### src/rtl/dct_zigzag_serializer_if.sv
// Stream bundle between the DCT stage, the zigzag serializer and the quantiser path.
// The serializer connects through the slave modport; the block source and sink use master.
interface dct_zigzag_serializer_if #(
  parameter int COEF_W = 10,
  parameter int NCOEF  = 64
);
  logic                    in_valid;
  logic [NCOEF*COEF_W-1:0] coef_in;
  logic                    in_ready;
  logic [COEF_W-1:0]       out_data;
  logic [5:0]              out_index;
  logic                    out_valid;
  logic                    out_ready;
  logic                    out_last;
  logic                    overflow;

  modport master (
    output in_valid, coef_in, out_ready,
    input  in_ready, out_data, out_index, out_valid, out_last, overflow
  );

  modport slave (
    input  in_valid, coef_in, out_ready,
    output in_ready, out_data, out_index, out_valid, out_last, overflow
  );
endinterface

### src/rtl/dct_zigzag_serializer.sv
// Captures one 8x8 DCT block in a single cycle and replays it in JPEG zigzag order.
// Optional DCT_ZZ_EOB_EN: emission stops at the last non-zero zigzag coefficient.
module dct_zigzag_serializer #(
  parameter int COEF_W = 10,
  parameter int NCOEF  = 64
) (
  input  logic                   clk,
  input  logic                   rst_n,
  dct_zigzag_serializer_if.slave bus
);
  typedef enum logic {IDLE, SEND} state_t;

  localparam logic [5:0] ZZ [64] = '{
    6'd0,  6'd1,  6'd8,  6'd16, 6'd9,  6'd2,  6'd3,  6'd10,
    6'd17, 6'd24, 6'd32, 6'd25, 6'd18, 6'd11, 6'd4,  6'd5,
    6'd12, 6'd19, 6'd26, 6'd33, 6'd40, 6'd48, 6'd41, 6'd34,
    6'd27, 6'd20, 6'd13, 6'd6,  6'd7,  6'd14, 6'd21, 6'd28,
    6'd35, 6'd42, 6'd49, 6'd56, 6'd57, 6'd50, 6'd43, 6'd36,
    6'd29, 6'd22, 6'd15, 6'd23, 6'd30, 6'd37, 6'd44, 6'd51,
    6'd58, 6'd59, 6'd52, 6'd45, 6'd38, 6'd31, 6'd39, 6'd46,
    6'd53, 6'd60, 6'd61, 6'd54, 6'd47, 6'd55, 6'd62, 6'd63
  };

  logic [COEF_W-1:0] coef_arr [NCOEF];
  logic [COEF_W-1:0] buf_q    [NCOEF];

  state_t            state_q,     state_d;
  logic              in_ready_q,  in_ready_d;
  logic              out_valid_q, out_valid_d;
  logic              out_last_q,  out_last_d;
  logic              overflow_q,  overflow_d;
  logic [5:0]        out_index_q, out_index_d;
  logic [COEF_W-1:0] out_data_q,  out_data_d;
  logic [5:0]        last_k_q, last_k_in, k_inc;
  logic              capture;

  generate
    for (genvar gi = 0; gi < NCOEF; gi++) begin : g_unpack
      assign coef_arr[gi] = bus.coef_in[gi*COEF_W +: COEF_W];
    end
  endgenerate

`ifdef DCT_ZZ_EOB_EN
  // Highest zigzag position holding a non-zero value; 0 for an all-zero block.
  always_comb begin
    last_k_in = '0;
    for (int i = 0; i < 64; i++) begin
      if (coef_arr[ZZ[i]] != '0) last_k_in = 6'(i);
    end
  end

  always_ff @(posedge clk or negedge rst_n) begin
    if (!rst_n)       last_k_q <= '0;
    else if (capture) last_k_q <= last_k_in;
  end
`else
  assign last_k_in = 6'd63;
  assign last_k_q  = 6'd63;
`endif

  assign k_inc = out_index_q + 6'd1;

  always_comb begin
    state_d     = state_q;
    out_valid_d = out_valid_q;
    out_last_d  = out_last_q;
    out_index_d = out_index_q;
    out_data_d  = out_data_q;
    overflow_d  = overflow_q | (bus.in_valid & ~in_ready_q);
    capture     = 1'b0;
    case (state_q)
      IDLE: begin
        if (bus.in_valid) begin
          capture     = 1'b1;
          state_d     = SEND;
          out_valid_d = 1'b1;
          out_index_d = '0;
          out_data_d  = coef_arr[0];
          out_last_d  = (last_k_in == 6'd0);
        end
      end
      SEND: begin
        // out_valid is always high here, so out_ready alone completes a beat.
        if (bus.out_ready) begin
          if (out_index_q == last_k_q) begin
            state_d     = IDLE;
            out_valid_d = 1'b0;
            out_last_d  = 1'b0;
          end else begin
            out_index_d = k_inc;
            out_data_d  = buf_q[ZZ[k_inc]];
            out_last_d  = (k_inc == last_k_q);
          end
        end
      end
      default: state_d = IDLE;
    endcase
    in_ready_d = (state_d == IDLE);
  end

  always_ff @(posedge clk or negedge rst_n) begin
    if (!rst_n) begin
      state_q     <= IDLE;
      in_ready_q  <= 1'b1;
      out_valid_q <= 1'b0;
      out_last_q  <= 1'b0;
      out_index_q <= '0;
      out_data_q  <= '0;
      overflow_q  <= 1'b0;
    end else begin
      state_q     <= state_d;
      in_ready_q  <= in_ready_d;
      out_valid_q <= out_valid_d;
      out_last_q  <= out_last_d;
      out_index_q <= out_index_d;
      out_data_q  <= out_data_d;
      overflow_q  <= overflow_d;
    end
  end

  // Buffer contents are don't-care after reset, so no reset term.
  always_ff @(posedge clk) begin
    if (capture) buf_q <= coef_arr;
  end

  assign bus.in_ready  = in_ready_q;
  assign bus.out_valid = out_valid_q;
  assign bus.out_last  = out_last_q;
  assign bus.out_index = out_index_q;
  assign bus.out_data  = out_data_q;
  assign bus.overflow  = overflow_q;
endmodule

### src/flat_wrapper.sv
// flat-port wrapper written by rule: the top's interface ports become plain ports
module dct_zigzag_serializer_flat 
#(
  parameter int COEF_W = 10,
  parameter int NCOEF  = 64
)
  (clk, rst_n, bus_in_valid, bus_coef_in, bus_out_ready, bus_in_ready, bus_out_data, bus_out_index, bus_out_valid, bus_out_last, bus_overflow);
  dct_zigzag_serializer_if #(.COEF_W(COEF_W), .NCOEF(NCOEF)) bus_i ();
  input  logic clk;
  input  logic rst_n;
  input wire logic [$bits(bus_i.in_valid)-1:0] bus_in_valid;
  input wire logic [$bits(bus_i.coef_in)-1:0] bus_coef_in;
  input wire logic [$bits(bus_i.out_ready)-1:0] bus_out_ready;
  output wire logic [$bits(bus_i.in_ready)-1:0] bus_in_ready;
  output wire logic [$bits(bus_i.out_data)-1:0] bus_out_data;
  output wire logic [$bits(bus_i.out_index)-1:0] bus_out_index;
  output wire logic [$bits(bus_i.out_valid)-1:0] bus_out_valid;
  output wire logic [$bits(bus_i.out_last)-1:0] bus_out_last;
  output wire logic [$bits(bus_i.overflow)-1:0] bus_overflow;
  assign bus_i.in_valid = bus_in_valid;
  assign bus_i.coef_in = bus_coef_in;
  assign bus_i.out_ready = bus_out_ready;
  assign bus_in_ready = bus_i.in_ready;
  assign bus_out_data = bus_i.out_data;
  assign bus_out_index = bus_i.out_index;
  assign bus_out_valid = bus_i.out_valid;
  assign bus_out_last = bus_i.out_last;
  assign bus_overflow = bus_i.overflow;
  dct_zigzag_serializer #(.COEF_W(COEF_W), .NCOEF(NCOEF)) u_core (.clk(clk), .rst_n(rst_n), .bus(bus_i));
endmodule
### config.mk
export PLATFORM = sky130hd
export DESIGN_NAME = dct_zigzag_serializer_flat
export DESIGN_NICKNAME = d
export VERILOG_FILES = /design/src/rtl/dct_zigzag_serializer_if.sv /design/src/rtl/dct_zigzag_serializer.sv /design/src/flat_wrapper.sv
export SDC_FILE = /design/constraint.sdc
export NUM_CORES = 1
export LEC_CHECK = 0
export ABC_AREA = 1
export CAP_MARGIN = 0
export CORE_MARGIN = 2
export CORE_UTILIZATION = 32
export DETAILED_ROUTE_END_ITERATION = 16
export GPL_TIMING_DRIVEN = 1
export HOLD_SLACK_MARGIN = 0.06
export PLACE_DENSITY = 0.59
export SLEW_MARGIN = 10
export SYNTH_ARGS = -nofsm -noshare
export SYNTH_HDL_FRONTEND = slang
export SYNTH_SLANG_ARGS = --single-unit
### constraint.sdc
create_clock -name clk -period 42 [get_ports clk]
set_clock_uncertainty 0.15 [all_clocks]
set_input_delay 8.4 -clock clk [delete_from_list [all_inputs] [get_ports clk]]
set_output_delay 8.4 -clock clk [all_outputs]
set_load 0.02 [all_outputs]
# After elaboration in Yosys (flattened, before gate mapping)
# Memory sizes are Yosys's and may differ from the RTL's.
# Index checks and enable logic that the tools add are counted.
classes:
  bitwise_logic: 7
  magnitude_cmp: 2
  n_reduce_logical: 3
  addsub: 1
  eq_ne: 6
  mux: 26
ops:
  columns: ["op", "count"]
  rows:
  - ["10-bit binary-select mux with 6-bit select", 1]
  - ["10-bit 2-to-1 mux", 5]
  - ["6-bit 2-to-1 mux", 5]
  - ["10-bit case mux with 2 select lines", 1]
  - ["7-bit greater-or-equal comparator, second input constant", 2]
  - ["6-bit NOT with 7-bit output", 2]
  - ["6-bit == test, second input constant", 2]
  - ["6-bit case mux with 2 select lines", 1]
  - ["1-bit 2-to-1 mux", 10]
  - ["2-bit inequality test, second input constant", 4]
  - ["6-bit by 1-bit adder with 6-bit output, second input constant", 1]
  - ["1-bit case mux with 2 select lines", 3]
  - ["3-bit AND reduction", 2]
  - ["1-bit NOT", 3]
  - ["2-bit AND reduction", 1]
  - ["1-bit AND", 1]
  - ["1-bit bitwise OR", 1]
totals:
  rom_bits: 384
  ff_bits: 661
  memories: 1
mem_list:
  columns: ["name", "words", "width", "read_ports", "rd_clocked_by_memory_dff", "wr", "line_no", "source"]
  rows:
  - ["(name not given)", 64, 6, 1, 0, 0, "dct_zigzag_serializer.sv:91", "out_data_d = buf_q[ZZ[k_inc]];"]

# Logic depth before layout (Yosys ltp)
depth:
  ltp_word: 12
  ltp_mapped: 23

# Worst setup path after synthesis
# Ideal clock, no wire load.
synth_path:
  kind: "input-to-reg"
  start: "input bus_in_valid"
  end: "register u_core.out_index_q[4], in the netlist u_core.bus.out_index[4]"
  path_buffers: 0
  stages: 5
  path_slack_ps: 3232
  arrival_time_ps: 38459
  required_ps: 41691
  path_cell_list: "inv_1 > nor2_1 > nor2_1 > inv_1 > o21ai_0"
synth_between:
  elab_chain_len: 2
synth_rtl:
  columns: ["element", "line_no", "source"]
  rows:
  - ["from (decl)", "flat_wrapper.sv:11", "input wire logic [$bits(bus_i.in_valid)-1:0] bus_in_valid;"]
  - ["2-bit inequality test (no source line)", null, null]
  - ["3-bit AND reduction (no source line)", null, null]
  - ["to (signal assigned)", "dct_zigzag_serializer.sv:115", "out_index_q <= out_index_d;"]
  - ["to (decl)", "dct_zigzag_serializer.sv:32", "logic [5:0] out_index_q, out_index_d;"]
# Every way passes these cells.
# A chain may end at the register's enable or synchronous reset.

# Worst setup path after layout
layout_path:
  start: "input bus_in_valid"
  end: "register u_core.buf_q[236] in the netlist's numbering (enable)"
layout_between:
  elab_chain_len: 2
layout_rtl:
  columns: ["element", "line_no", "source"]
  rows:
  - ["1-bit 2-to-1 mux", "dct_zigzag_serializer.sv:73", "if (bus.in_valid) begin"]
  - ["1-bit 2-to-1 mux", "dct_zigzag_serializer.sv:71", "case (state_q)"]
  - ["via u_core.capture", "dct_zigzag_serializer.sv:35", "logic capture;"]
  - ["to (signal assigned)", "dct_zigzag_serializer.sv:123", "if (capture) buf_q <= coef_arr;"]
  - ["to (decl)", "dct_zigzag_serializer.sv:25", "logic [COEF_W-1:0] buf_q [NCOEF];"]
# The timed path passes the listed nets, and every way through them passes these cells.

==> flow_summary_export.csv <==
group,metric,value,unit
yosys,syn_nets,3383,
place,io_buffers,663,
detailed_routing,wire_per_inst,22.22,um
worst_setup_path,worstPathCellList,"clkdlybuf4s50_1 > inv_1 > nor2_4 > buf_4 > buf_4 > buf_4 > buf_4",
clock_network,clk_latency,620,ps
hold_path,worstHoldPathType,"flop to flop",
timing,timing.fmax,77.25,MHz
die,core,91250,um^2
cells_and_area,area_growth,33.53,%
yosys,synth-edff-count,640,
die,io-pin-count,664,
clock_network,clockBufferDepth,3,
die,rows,111,
job,max_cap_viol_count,0,
worst_setup_path,worstPathRequired,42090,ps
grt,grt_overflow_total,0,
pwr,leakage,0.01506,uW
detailed_routing,firstDrtPassIters,7,
place,dpl_worst_slack,28430,ps
timing,rsz0062_at_grt,"no",
detailed_routing,drtAntennaViolNets,0,
yosys,ys_seq_area_share,67.34,%
yosys,synth.avg_cell_area,10.76,um^2
timing,slew_viol_final,76,
timing,post-route-min-period,12950,ps
outcome,violations,"max-slew violations",
detailed_routing,wl,101.5,mm
yosys,synth_cell_types,35,
worst_setup_path,slowest_delay,890,ps
yosys,yosysMostFrequentCell,"nand2_1",
grt,grt_pass1_vias,21700,
grt,grt_pass1_wl,142.9,mm
worst_setup_path,critPathKind,"input port to flop",
worst_setup_path,worst_setup_path_end_kind,"flop",
grt,antenna_found_initial,33,
worst_setup_path,cp_max_fo,79,
worst_setup_path,crit_arrival,13030,ps
worst_setup_path,path_buf_inv,6,
detailed_routing,drc,0,
die,initial_core_util,32.13,%
timing,finalCritPeriodShare,30.82,%
clock_network,cts_sinks,661,
timing,hold_ws,331.2,ps
die,die_h,306.7,um
place,place_congestion,0.8320,
worst_setup_path,cp_top_family,"buffers and inverters",
yosys,synth_top_cell_area_share,65.54,%
clock_network,clock-root-buffer,"clkbuf_16",
cells_and_area,fin_util,42.91,%
worst_setup_path,crit_path_frequent_cell,"buf_4",
yosys,yosys_register_bits,661,
pwr,irDropWorstVdd,0.1186,mV
grt,grt_usage,20.90,%
pwr,power,3166,uW
clock_network,path_clk_slew,60,ps
yosys,netlist_instances,2726,
cells_and_area,drive_gt1_share,4.278,%
yosys,syn_area,29320,um^2
yosys,async_flop_share,3.177,%
timing,tightest_slew,1575,ps
worst_setup_path,slowest_stage,"buf_4",
clock_network,cts_tree,"built",
detailed_routing,vias,22340,
timing,finalWorstSetupSlack,29050,ps
clock_network,h-tree-depth,3,
cells_and_area,nets,3967,
timing,tns,0,ps
clock_network,hold_buffers,0,
yosys,ys_warn_count,0,
grt,grt_max_degree,204,
yosys,netlist_top_cells_count,"nand2_1, nand3_1, edfxtp_1, inv_1, buf_2",
timing,hold_viol,0,
clock_network,cts_buffers,75,
pwr,power_density,80.86,nW/um^2
detailed_routing,drtIter0Drc,2148,
worst_setup_path,start_kind,"input port",
yosys,synthTopCellsByArea,"edfxtp_1, nand3_1, nand2_1",
timing,slew_headroom,-5.022,%
yosys,synth_area_leader_cell,"edfxtp_1",
die,die_x,306.7,um
yosys,ys.flop_type,"edfxtp_1",
clock_network,cts_setup_buffers,0,
detailed_routing,viasPerCell,4.892,
timing,finalSetupViolCount,0,
clock_network,post_cts_resized,0,
outcome,status,"finished with violations",
die,die_area,94070,um^2
place,hpwlAfterDp,69.81,mm
## per-stage QoR
stage                     std cells  area, um^2
after global placement         4419       36760
after floorplan                2726       29320
final                          4567       39150
after CTS                      4552       39120
after detailed placement       4419       36760
after global routing           4561       39140
## report_power, final
part,internal (uW),switching [uW],total [uW]
Clock,368,271,639
Combinational,499,1290,1790
Sequential,731,10.0,741
## layout make-up
| type | count | area (um^2) |
|---|---|---|
| Inverter | 261 | 984.7 |
| Multi-Input combinational cell | 1622 | 7689 |
| Tap cell | 1186 | 1484 |
| Clock buffer | 93 | 1987 |
| Antenna cell | 15 | 37.54 |
| Timing Repair Buffer | 689 | 6857 |
| Sequential cell | 661 | 19750 |
| Clock inverter | 40 | 369.1 |
| Fill cell | 8570 | 52090 |
## sequential cells by signal, indices dropped and copies added, names as in the netlist
register and count:
u_core.buf_q 640, u_core.bus.out_data 10, u_core.bus.out_index 6, u_core.bus.in_ready 1, u_core.bus.out_last 1, u_core.bus.out_valid 1
u_core.bus.overflow 1, u_core.state_q 1
## cell families (layout without fill, tap and decap cells)
family | after synthesis | count (layout) | synth area share (%)
and+or+nand+nor | 1565 | 1565 | 24.53
DFF | 661 | 661 | 67.34
buffers and inverters | 443 | 1083 | 6.644
AOI/OAI and AO/OA | 44 | 44 | 0.9303
adders and majority gates | 13 | 13 | 0.5547
other | 0 | 15 | 0
## cell usage in the layout (no fill, tap or decap), types with 6 or more instances in the layout
| master | count |
|---|---|
| nor2_1 | 30 |
| clkinv_2 | 8 |
| ha_1 | 13 |
| o21ai_0 | 18 |
| nand3_1 | 703 |
| clkbuf_1 | 16 |
| clkinv_1 | 18 |
| clkdlybuf4s50_1 | 663 |
| nand3b_1 | 101 |
| nand2_1 | 715 |
| inv_2 | 6 |
| dfrtp_1 | 20 |
| diode_2 | 15 |
| inv_1 | 253 |
| o211ai_1 | 12 |
| buf_4 | 24 |
| clkbuf_16 | 77 |
| edfxtp_1 | 640 |
## worst paths after layout
path / start / to / slack (ps) / cells past startpoint
setup / recovery: bus_in_valid / u_core.buf_q[236] / 29050 / 7
max in group asynchronous: rst_n / u_core.bus.out_data[3] / 32940 / 1
hold reg to reg: u_core.bus.out_data[4] / u_core.bus.out_data[4] / 330 / 2
setup reg to reg: u_core.bus.out_index[0] / u_core.bus.out_data[8] / 35330 / 21
min in group asynchronous: rst_n / u_core.bus.out_index[4] / 8160 / 1
hold / removal: u_core.bus.out_data[4] / u_core.bus.out_data[4] / 330 / 2
## worst min-delay path, stage by stage, from the launching register on
cell and delay, ps:
dfrtp_1 340, nand2_1 50, nand2_1 50
## routing by layer
layer / wire, um / global-route usage [%] / vias up
li1: - / - / 10550
met1: 39250 / 25.56 / 10620
met2: 50020 / 35.50 / 964
met3: 9017 / 5.651 / 184
met4: 3029 / 7.250 / 26
met5: 166 / 0 / -
(Power assumes the default switching activity.)
